<file path="config.mk">
export PLATFORM = sky130hd
export DESIGN_NAME = fare_lookup
export DESIGN_NICKNAME = d
export VERILOG_FILES = /design/src/rtl/fare_pkg.sv /design/src/rtl/fare_lookup_station_index.sv /design/src/rtl/fare_lookup.sv
export SDC_FILE = /design/constraint.sdc
export NUM_CORES = 1
export LEC_CHECK = 0
export ABC_AREA = 1
export BUFFER_PORTS_ARGS = -buffer_cell sky130_fd_sc_hd__buf_2
export CAP_MARGIN = 20
export CORE_ASPECT_RATIO = 1.1
export CORE_MARGIN = 5
export CORE_UTILIZATION = 45
export DETAILED_ROUTE_END_ITERATION = 8
export PLACE_DENSITY = 0.68
export SETUP_SLACK_MARGIN = 0.3
export SYNTH_ARGS = -nofsm -noshare
export SYNTH_HDL_FRONTEND = slang
export SYNTH_HIERARCHICAL = 1
export SYNTH_SLANG_ARGS = --single-unit
</file>
<file path="constraint.sdc">
create_clock -name clk -period 3.9 [get_ports clk]
set_input_delay 1.17 -clock clk [delete_from_list [all_inputs] [get_ports clk]]
set_output_delay 1.17 -clock clk [all_outputs]
set_load 0.1 [all_outputs]
</file>
<file path="src/rtl/fare_pkg.sv">
// fare_pkg: shared types and network topology tables for the fare lookup engine.
package fare_pkg;
    localparam int MAX_LINES = 8;
    typedef enum logic [2:0] {IDLE, INDEX, READ, WAIT, RESP} state_e;
    // Unused lines have length 0, so every station on them is out of range
    localparam int LINE_OFS [MAX_LINES] = '{0, 27, 53, 82, 100, 100, 100, 100};
    localparam int LINE_LEN [MAX_LINES] = '{27, 26, 29, 18, 0, 0, 0, 0};
endpackage

</file>
<file path="src/rtl/fare_lookup_station_index.sv">
// station_index: maps (line, station-on-line) to a global station index plus range flag.
module station_index
    import fare_pkg::*;
#(
    parameter int NUM_LINES = 4,
    parameter int LINE_W    = 2,
    parameter int POINT_W   = 5,
    parameter int IDX_W     = 7
) (
    input  logic [LINE_W-1:0]  line_i,
    input  logic [POINT_W-1:0] point_i,
    output logic [IDX_W-1:0]   idx_o,
    output logic               in_range_o
);
    logic [2:0] l;
    assign l          = 3'(line_i);
    assign in_range_o = (int'(line_i) < NUM_LINES) && (int'(point_i) < LINE_LEN[l]);
    assign idx_o      = IDX_W'(LINE_OFS[l] + int'(point_i));
endmodule

</file>
<file path="src/rtl/fare_lookup.sv">
// fare_lookup: one-query-at-a-time fare table lookup over valid/ready, reading a
// synchronous fare RAM at start_idx*NUM_STATIONS + end_idx.
module fare_lookup
    import fare_pkg::*;
#(
    parameter int NUM_LINES    = 4,
    parameter int LINE_W       = 2,
    parameter int POINT_W      = 5,
    parameter int NUM_STATIONS = 100,
    parameter int ADDR_W       = 14,
    parameter int PRICE_W      = 8,
    parameter int RD_LAT       = 2
) (
    input  logic               clk,
    input  logic               rst_n,
    input  logic               req_valid,
    output logic               req_ready,
    input  logic [LINE_W-1:0]  start_line,
    input  logic [POINT_W-1:0] start_point,
    input  logic [LINE_W-1:0]  end_line,
    input  logic [POINT_W-1:0] end_point,
    output logic               resp_valid,
    input  logic               resp_ready,
    output logic [PRICE_W-1:0] price,
    output logic               err,
    output logic               mem_en,
    output logic [ADDR_W-1:0]  mem_addr,
    input  logic [PRICE_W-1:0] mem_dout
);
    localparam int IDX_W = $clog2(NUM_STATIONS);

    if (NUM_STATIONS * NUM_STATIONS > 2 ** ADDR_W) begin : g_addr_chk
        $error("fare_lookup: ADDR_W too small for NUM_STATIONS");
    end
    if (RD_LAT < 1 || RD_LAT > 4 || NUM_LINES < 1 || NUM_LINES > MAX_LINES) begin : g_par_chk
        $error("fare_lookup: RD_LAT or NUM_LINES out of range");
    end

    state_e             state_q, state_d;
    logic [LINE_W-1:0]  sl_q, sl_d, el_q, el_d;
    logic [POINT_W-1:0] sp_q, sp_d, ep_q, ep_d;
    logic [ADDR_W-1:0]  mem_addr_q, mem_addr_d;
    logic [1:0]         cnt_q, cnt_d;
    logic [PRICE_W-1:0] price_q, price_d;
    logic               err_q, err_d;
    logic [IDX_W-1:0]   s_idx, e_idx;
    logic               s_ok, e_ok, accept;

    station_index #(.NUM_LINES(NUM_LINES), .LINE_W(LINE_W), .POINT_W(POINT_W), .IDX_W(IDX_W)) u_start (
        .line_i(sl_q), .point_i(sp_q), .idx_o(s_idx), .in_range_o(s_ok)
    );
    station_index #(.NUM_LINES(NUM_LINES), .LINE_W(LINE_W), .POINT_W(POINT_W), .IDX_W(IDX_W)) u_end (
        .line_i(el_q), .point_i(ep_q), .idx_o(e_idx), .in_range_o(e_ok)
    );

    assign accept = (state_q == IDLE) && req_valid;
    assign sl_d   = accept ? start_line  : sl_q;
    assign sp_d   = accept ? start_point : sp_q;
    assign el_d   = accept ? end_line    : el_q;
    assign ep_d   = accept ? end_point   : ep_q;

    always_comb begin
        state_d    = state_q;
        mem_addr_d = mem_addr_q;
        cnt_d      = cnt_q;
        price_d    = price_q;
        err_d      = err_q;
        case (state_q)
            IDLE:  state_d = accept ? INDEX : IDLE;
            INDEX: begin
                state_d = (s_ok && e_ok && s_idx != e_idx) ? READ : RESP;
                err_d   = !(s_ok && e_ok);
                price_d = '0;
                if (s_ok && e_ok && s_idx != e_idx)
                    mem_addr_d = ADDR_W'(s_idx) * ADDR_W'(NUM_STATIONS) + ADDR_W'(e_idx);
            end
            READ: begin
                cnt_d   = 2'(RD_LAT - 1);
                state_d = WAIT;
            end
            WAIT: begin
                cnt_d = cnt_q - 2'd1;
                if (cnt_q == 2'd0) begin
                    price_d = mem_dout;
                    err_d   = 1'b0;
                    state_d = RESP;
                end
            end
            RESP:    state_d = resp_ready ? IDLE : RESP;
            default: state_d = IDLE;
        endcase
    end

    always_ff @(posedge clk or negedge rst_n) begin
        if (!rst_n) begin
            state_q    <= IDLE;
            sl_q       <= '0;
            sp_q       <= '0;
            el_q       <= '0;
            ep_q       <= '0;
            mem_addr_q <= '0;
            cnt_q      <= '0;
            price_q    <= '0;
            err_q      <= 1'b0;
        end else begin
            state_q    <= state_d;
            sl_q       <= sl_d;
            sp_q       <= sp_d;
            el_q       <= el_d;
            ep_q       <= ep_d;
            mem_addr_q <= mem_addr_d;
            cnt_q      <= cnt_d;
            price_q    <= price_d;
            err_q      <= err_d;
        end
    end

    assign req_ready  = state_q == IDLE;
    assign resp_valid = state_q == RESP;
    assign mem_en     = state_q == READ;
    assign mem_addr   = mem_addr_q;
    assign price      = price_q;
    assign err        = err_q;
endmodule

</file>
==> results.json, run 1 <==
{
  "cp.arrival_ns": 3.93,
  "crit_fanout": 4,
  "syn_nets": 533,
  "cts.path.max_buffers": 2,
  "die_height_um": 105,
  "tritoncts_num_sinks": 42,
  "place_hpwl_um": 6100,
  "period_share": 0.948,
  "period_needed_ns": 3.70,
  "ys_seq_area_frac": 0.284,
  "cap_violations": 0,
  "cts_tree": "done",
  "path_cells": "inv_2, ha_4, ha_4, inv_2, fa_2, xor2_4, ha_4, ha_4, fa_2, ha_4, inv_4, nand2_4, nand2_1, nand2_2, nand3_4, nor2_4, nand3_2, nand2_2, nand3_1, nand2_1",
  "final_cell_mix": "nand2_1, inv_1, buf_2",
  "hp-class": "reg2reg",
  "hold_violations": 0,
  "fmax_mhz": 271,
  "drc": 0,
  "drv_slew": 0,
  "run_status": "complete, no violations",
  "die_w_um": 96.4,
  "setup_viol": 0,
  "dieArea_mm2": 0.0101,
  "ant_nets": 0,
  "htree_levels": 2,
  "drt-total-wl_um": 7760,
  "yosysWarnings": 6,
  "syn_to_final_growth_pct": 29.4,
  "whs_ns": 0.487,
  "worst_pin_slew_ns": 0.918,
  "cts_buffers": 5,
  "rsz0062_at_grt": "yes",
  "grt_pass1_vias": 2941,
  "synth_area_leader_cell": "dfrtp_1",
  "dp.cells": 603,
  "cpLargestDelayFamily": "adder cells",
  "port_buffers": 51,
  "drive_gt1_frac": 0.373,
  "grt_pass1_wl_um": 13400,
  "antenna_found_initial": 0,
  "fin_worst_skew_ns": 0.0155,
  "multi_input_area_mm2": 0.00283,
  "seq_area_mm2": 0.00105,
  "initial_utilization": 0.465,
  "coreArea_mm2": 0.00796,
  "final_nets": 606,
  "clkTransAtPathRegs_ns": 0.08,
  "synth_seq_cells": 42,
  "path_buf_inv": 3,
  "syn_inst": 444,
  "grt_start_max_net_pins": 43,
  "clkLatencyLatePin_ns": 0.30,
  "setup_tns_ns": 0,
  "layout_commonest_cell": "nand2_1",
  "fillers": 701,
  "fin_util": 0.601,
  "initialDrtViolationCount": 70,
  "cts_root_buffer": "clkbuf_8",
  "crit_slowest_cell": "fa_2",
  "vias_per_cell": 4.87,
  "start_kind": "flip-flop",
  "grt_usage": 0.160,
  "std_cell_rows": 34,
  "crit_required_ns": 4.13,
  "routed-via-count": 3047,
  "synth_area_leaders": "dfrtp_1, ha_1, nand2_1, inv_1, nand3_1",
  "synth_top_area_frac": 0.284,
  "worst-setup-path-type": "reg2reg",
  "syn_area_per_cell_um2": 8.33,
  "drt-pass1-iter-count": 4,
  "wire_per_inst_um": 12.4,
  "crit_top_cell": "ha_4",
  "antennaDiodeCount": 0,
  "relSlewSlack": 0.388,
  "final_cells": 626,
  "hold_buffers": 0,
  "grt-ovfl-total": 0,
  "yosys.cell_types.count": 34,
  "gp_congestion": 0.878,
  "crit_path_end_kind": "flip-flop",
  "pin_count": 52,
  "synth_area_mm2": 0.00370,
  "critPathMaxStageDelay_ns": 0.46
}
## path summary, 6_finish.rpt
path	cells after the start	slack, ns	end	startpoint
setup / recovery	20	0.20	mem_addr[12]$_DFFE_PN0P_	sl_q[0]$_DFFE_PN0P_
hold / removal	2	0.49	mem_addr[9]$_DFFE_PN0P_	mem_addr[9]$_DFFE_PN0P_
setup reg to reg	20	0.20	mem_addr[12]$_DFFE_PN0P_	sl_q[0]$_DFFE_PN0P_
hold reg to reg	2	0.49	mem_addr[9]$_DFFE_PN0P_	mem_addr[9]$_DFFE_PN0P_
max in group asynchronous	1	2.27	el_q[0]$_DFFE_PN0P_	rst_n
min in group asynchronous	1	0.99	price[4]$_DFFE_PN0P_	rst_n
## metrics by stage
stage,area [um^2],setup slack (ns)
after global routing,4780,-0.00289
after global placement,4240,0.122
after floorplan,3870,0.193
final,4780,0.203
after detailed placement,4240,0.0140
after CTS,4670,0.266
## cells by family after synthesis
| logic type | after synthesis | share of synthesized area |
|---|---|---|
| simple gates | 189 | 0.248 |
| mux | 14 | 0.0518 |
| fa+ha+maj | 63 | 0.223 |
| buf+inv | 75 | 0.0846 |
| compound gates | 40 | 0.0585 |
| xor+xnor | 21 | 0.0497 |
| flops | 42 | 0.284 |
## per-layer routing
metal	up-vias	GRT usage	routed length, um
li1	1579	-	-
met1	1405	0.211	3390
met2	53	0.272	3950
met3	10	0.0259	310
met4	0	0.0351	110
met5	-	0	0
## final cells by class
| class | count | share of cell area |
|---|---|---|
| Tap cell | 108 | 0.0282 |
| Clock buffer | 5 | 0.0144 |
| Timing Repair Buffer | 70 | 0.0847 |
| Clock inverter | 3 | 0.00523 |
| Inverter | 71 | 0.0562 |
| Multi-Input combinational cell | 327 | 0.591 |
| Sequential cell | 42 | 0.220 |
## state kept, by name, indices dropped and copies added (netlist names)
signal,flops
mem_addr,14
price,8
ep_q,5
sp_q,5
state_q,3
cnt_q,2
el_q,2
sl_q,2
err,1
## repair_timing
item,CTS,global route
hold endpoints to repair,0,0
pin swaps,21,10
endpoints found under the setup margin,6,6
resized for setup,33,19
buffers inserted,11,4
## synth_stat cells (all sizes together)
cell	instances
a21oi	11
mux2	14
nor3	1
inv	71
nand2	111
or2	2
o22ai	1
fa	5
ha	58
clkbuf	1
a21o	3
nand3b	1
dfrtp	42
xnor2	6
nand3	44
o21ai	23
nand4	6
xor2	15
nor2	24
a31oi	1
o31ai	1
buf	3
## tightest hold or removal path: stages (launching register included)
cell and delay [ns]:
dfrtp_1 0.34, nand2_1 0.05, o21ai_1 0.06
Power of run 1 is left out: the tool's default activity adds up to more than one toggle a clock period on the data nets, which glitch-free logic cannot reach.
==> run 2, diff against run 1 <==
Settings changed: CTS_CLUSTER_DIAMETER set to 80, PLACE_DENSITY 0.68 to 0.8.
==> run 2 against run 1 <==
Via count rose by 3.8%; worst hold slack lost 0.013 ns; final cell count grew 0.16%; sequential share of layout area about the same; final area barely moved; die area did not move; global-route usage up 1.6 points; worst setup slack worse by 0.067 ns; first-iteration DRC count increased by 81%; count of clock-buffer cells in the layout is the same; critical path type unchanged.
==> results.json, run 2 (synthesized netlist as in run 1, its figures left out) <==
{
  "largest_reg_flops": 14,
  "run_status": "complete, no violations",
  "hp-class": "reg2reg",
  "htree_levels": 2,
  "cts_root_buffer": "clkbuf_8",
  "antenna_found_initial": 0,
  "layout_setup_ws_ns": 0.136,
  "coreArea_mm2": 0.00796,
  "crit_path_end_kind": "flip-flop",
  "fillers": 667,
  "final_cell_mix": "nand2_1, inv_1, buf_2",
  "tritoncts_num_sinks": 42,
  "drv_slew": 0,
  "crit_required_ns": 4.08,
  "pin_count": 52,
  "seq_area_mm2": 0.00105,
  "gp_congestion": 0.894,
  "dieArea_mm2": 0.0101,
  "antennaDiodeCount": 0,
  "vias_per_cell": 5.04,
  "die_w_um": 96.4,
  "layout_commonest_cell": "nand2_1",
  "setup_viol": 0,
  "fmax_mhz": 266,
  "rsz0062_at_grt": "yes",
  "period_share": 0.965,
  "syn_to_final_growth_pct": 29.5,
  "wire_per_inst_um": 13.7,
  "initialDrtViolationCount": 127,
  "relSlewSlack": 0.392,
  "crit_fanout": 4,
  "cts_buffers": 5,
  "period_needed_ns": 3.76,
  "final_nets": 607,
  "critPathMaxStageDelay_ns": 0.45,
  "std_cell_rows": 34,
  "path_cells": "inv_2, ha_4, ha_4, inv_2, fa_2, xor2_4, ha_4, ha_4, fa_2, ha_4, inv_4, nand2_4, nand2_4, nor2_4, buf_4, buf_6, nand2_1, xnor2_1, o21ai_1",
  "crit_slowest_cell": "fa_2",
  "grt_pass1_vias": 3232,
  "clkLatencyLatePin_ns": 0.31,
  "cp.arrival_ns": 3.95,
  "drt-pass1-iter-count": 4,
  "routed-via-count": 3163,
  "ant_nets": 0,
  "clkTransAtPathRegs_ns": 0.08,
  "hold_violations": 0,
  "port_buffers": 51,
  "cap_violations": 0,
  "grt_start_max_net_pins": 43,
  "whs_ns": 0.474,
  "worstSetupStartpoint": "sl_q[0]$_DFFE_PN0P_",
  "crit_top_cell": "ha_4",
  "final_cells": 627,
  "grt_usage": 0.176,
  "r2r-start": "sl_q[0]$_DFFE_PN0P_",
  "initial_utilization": 0.465,
  "cts_tree": "done",
  "grt_pass1_wl_um": 14500,
  "drive_gt1_frac": 0.360,
  "reg2reg_depth": 19,
  "worst-setup-path-type": "reg2reg",
  "place_hpwl_um": 6290,
  "multi_input_area_mm2": 0.00281,
  "die_height_um": 105,
  "hold_buffers": 0,
  "drt-total-wl_um": 8600,
  "grt-ovfl-total": 0,
  "holdPathStages": 2,
  "hp-start": "mem_addr[13]$_DFFE_PN0P_",
  "fin_area_mm2": 0.00479,
  "post_dp_cell_area_mm2": 0.00424,
  "fin_worst_skew_ns": 0.0129,
  "cts.path.max_buffers": 2,
  "detailedPlace.worstSlack_ns": -0.0485,
  "drc": 0,
  "start_kind": "flip-flop",
  "worst_pin_slew_ns": 0.912,
  "dp.cells": 603
}
run 2: cell types whose count changed in the layout (fill, tap and decap cells not counted), moves of 2 or more:
cell      previous run  this run
buf_4               17        19
inv_2               16        14
xor2_2               3         1
nand2_1             89        92
clkinv_2             0         2
xor2_1              10        12
nand2_2             15        11
run 2: timing repair:
action,in CTS,in global routing
pin swaps,22,20
endpoints found under the setup margin,7,7
setup buffers,13,3
gates cloned,0,0
resized for setup,19,28
run 2: worst paths after layout:
path / end / slack (ns)
min in group asynchronous: price[1]$_DFFE_PN0P_ / 0.99
max reg2reg: mem_addr[9]$_DFFE_PN0P_ / 0.14
min: mem_addr[13]$_DFFE_PN0P_ / 0.47
max: mem_addr[9]$_DFFE_PN0P_ / 0.14
min reg2reg: mem_addr[13]$_DFFE_PN0P_ / 0.47
max in group asynchronous: sp_q[4]$_DFFE_PN0P_ / 2.33
run 2: worst max-delay path, delay by kind of cell, from the launching register on:
kind / cells / cell delay [ns]
adder cells (fa/ha/maj): 7 / 2.10
XOR/XNOR: 2 / 0.40
buffers and inverters: 5 / 0.39
flip-flops: 1 / 0.38
AND/OR/NAND/NOR: 4 / 0.29
AO/OA/AOI/OAI: 1 / 0.09
run 2: layer usage:
layer  vias up  share of wire  GRT usage
met5         -              0          0
met4         0          0.024     0.0501
met3        14          0.035     0.0309
met2        65           0.53      0.314
met1      1504           0.41      0.212
li1       1580              -          -
run 2: per-stage QoR:
| stage | util | TNS (ns) |
|---|---|---|
| floorplan | - | 0 |
| global placement | 0.534 | 0 |
| detailed placement | 0.534 | -0.0507 |
| CTS | 0.577 | 0 |
| global route | 0.602 | -0.0595 |
| finish | 0.602 | 0 |
run 2: layout make-up:
| type | instances | share of cell area |
|---|---|---|
| Clock buffer | 5 | 0.0144 |
| Clock inverter | 3 | 0.00836 |
| Inverter | 71 | 0.0567 |
| Multi-Input combinational cell | 327 | 0.587 |
| Sequential cell | 42 | 0.219 |
| Tap cell | 108 | 0.0282 |
| Timing Repair Buffer | 71 | 0.0854 |
Power of run 2 is left out for the same reason.
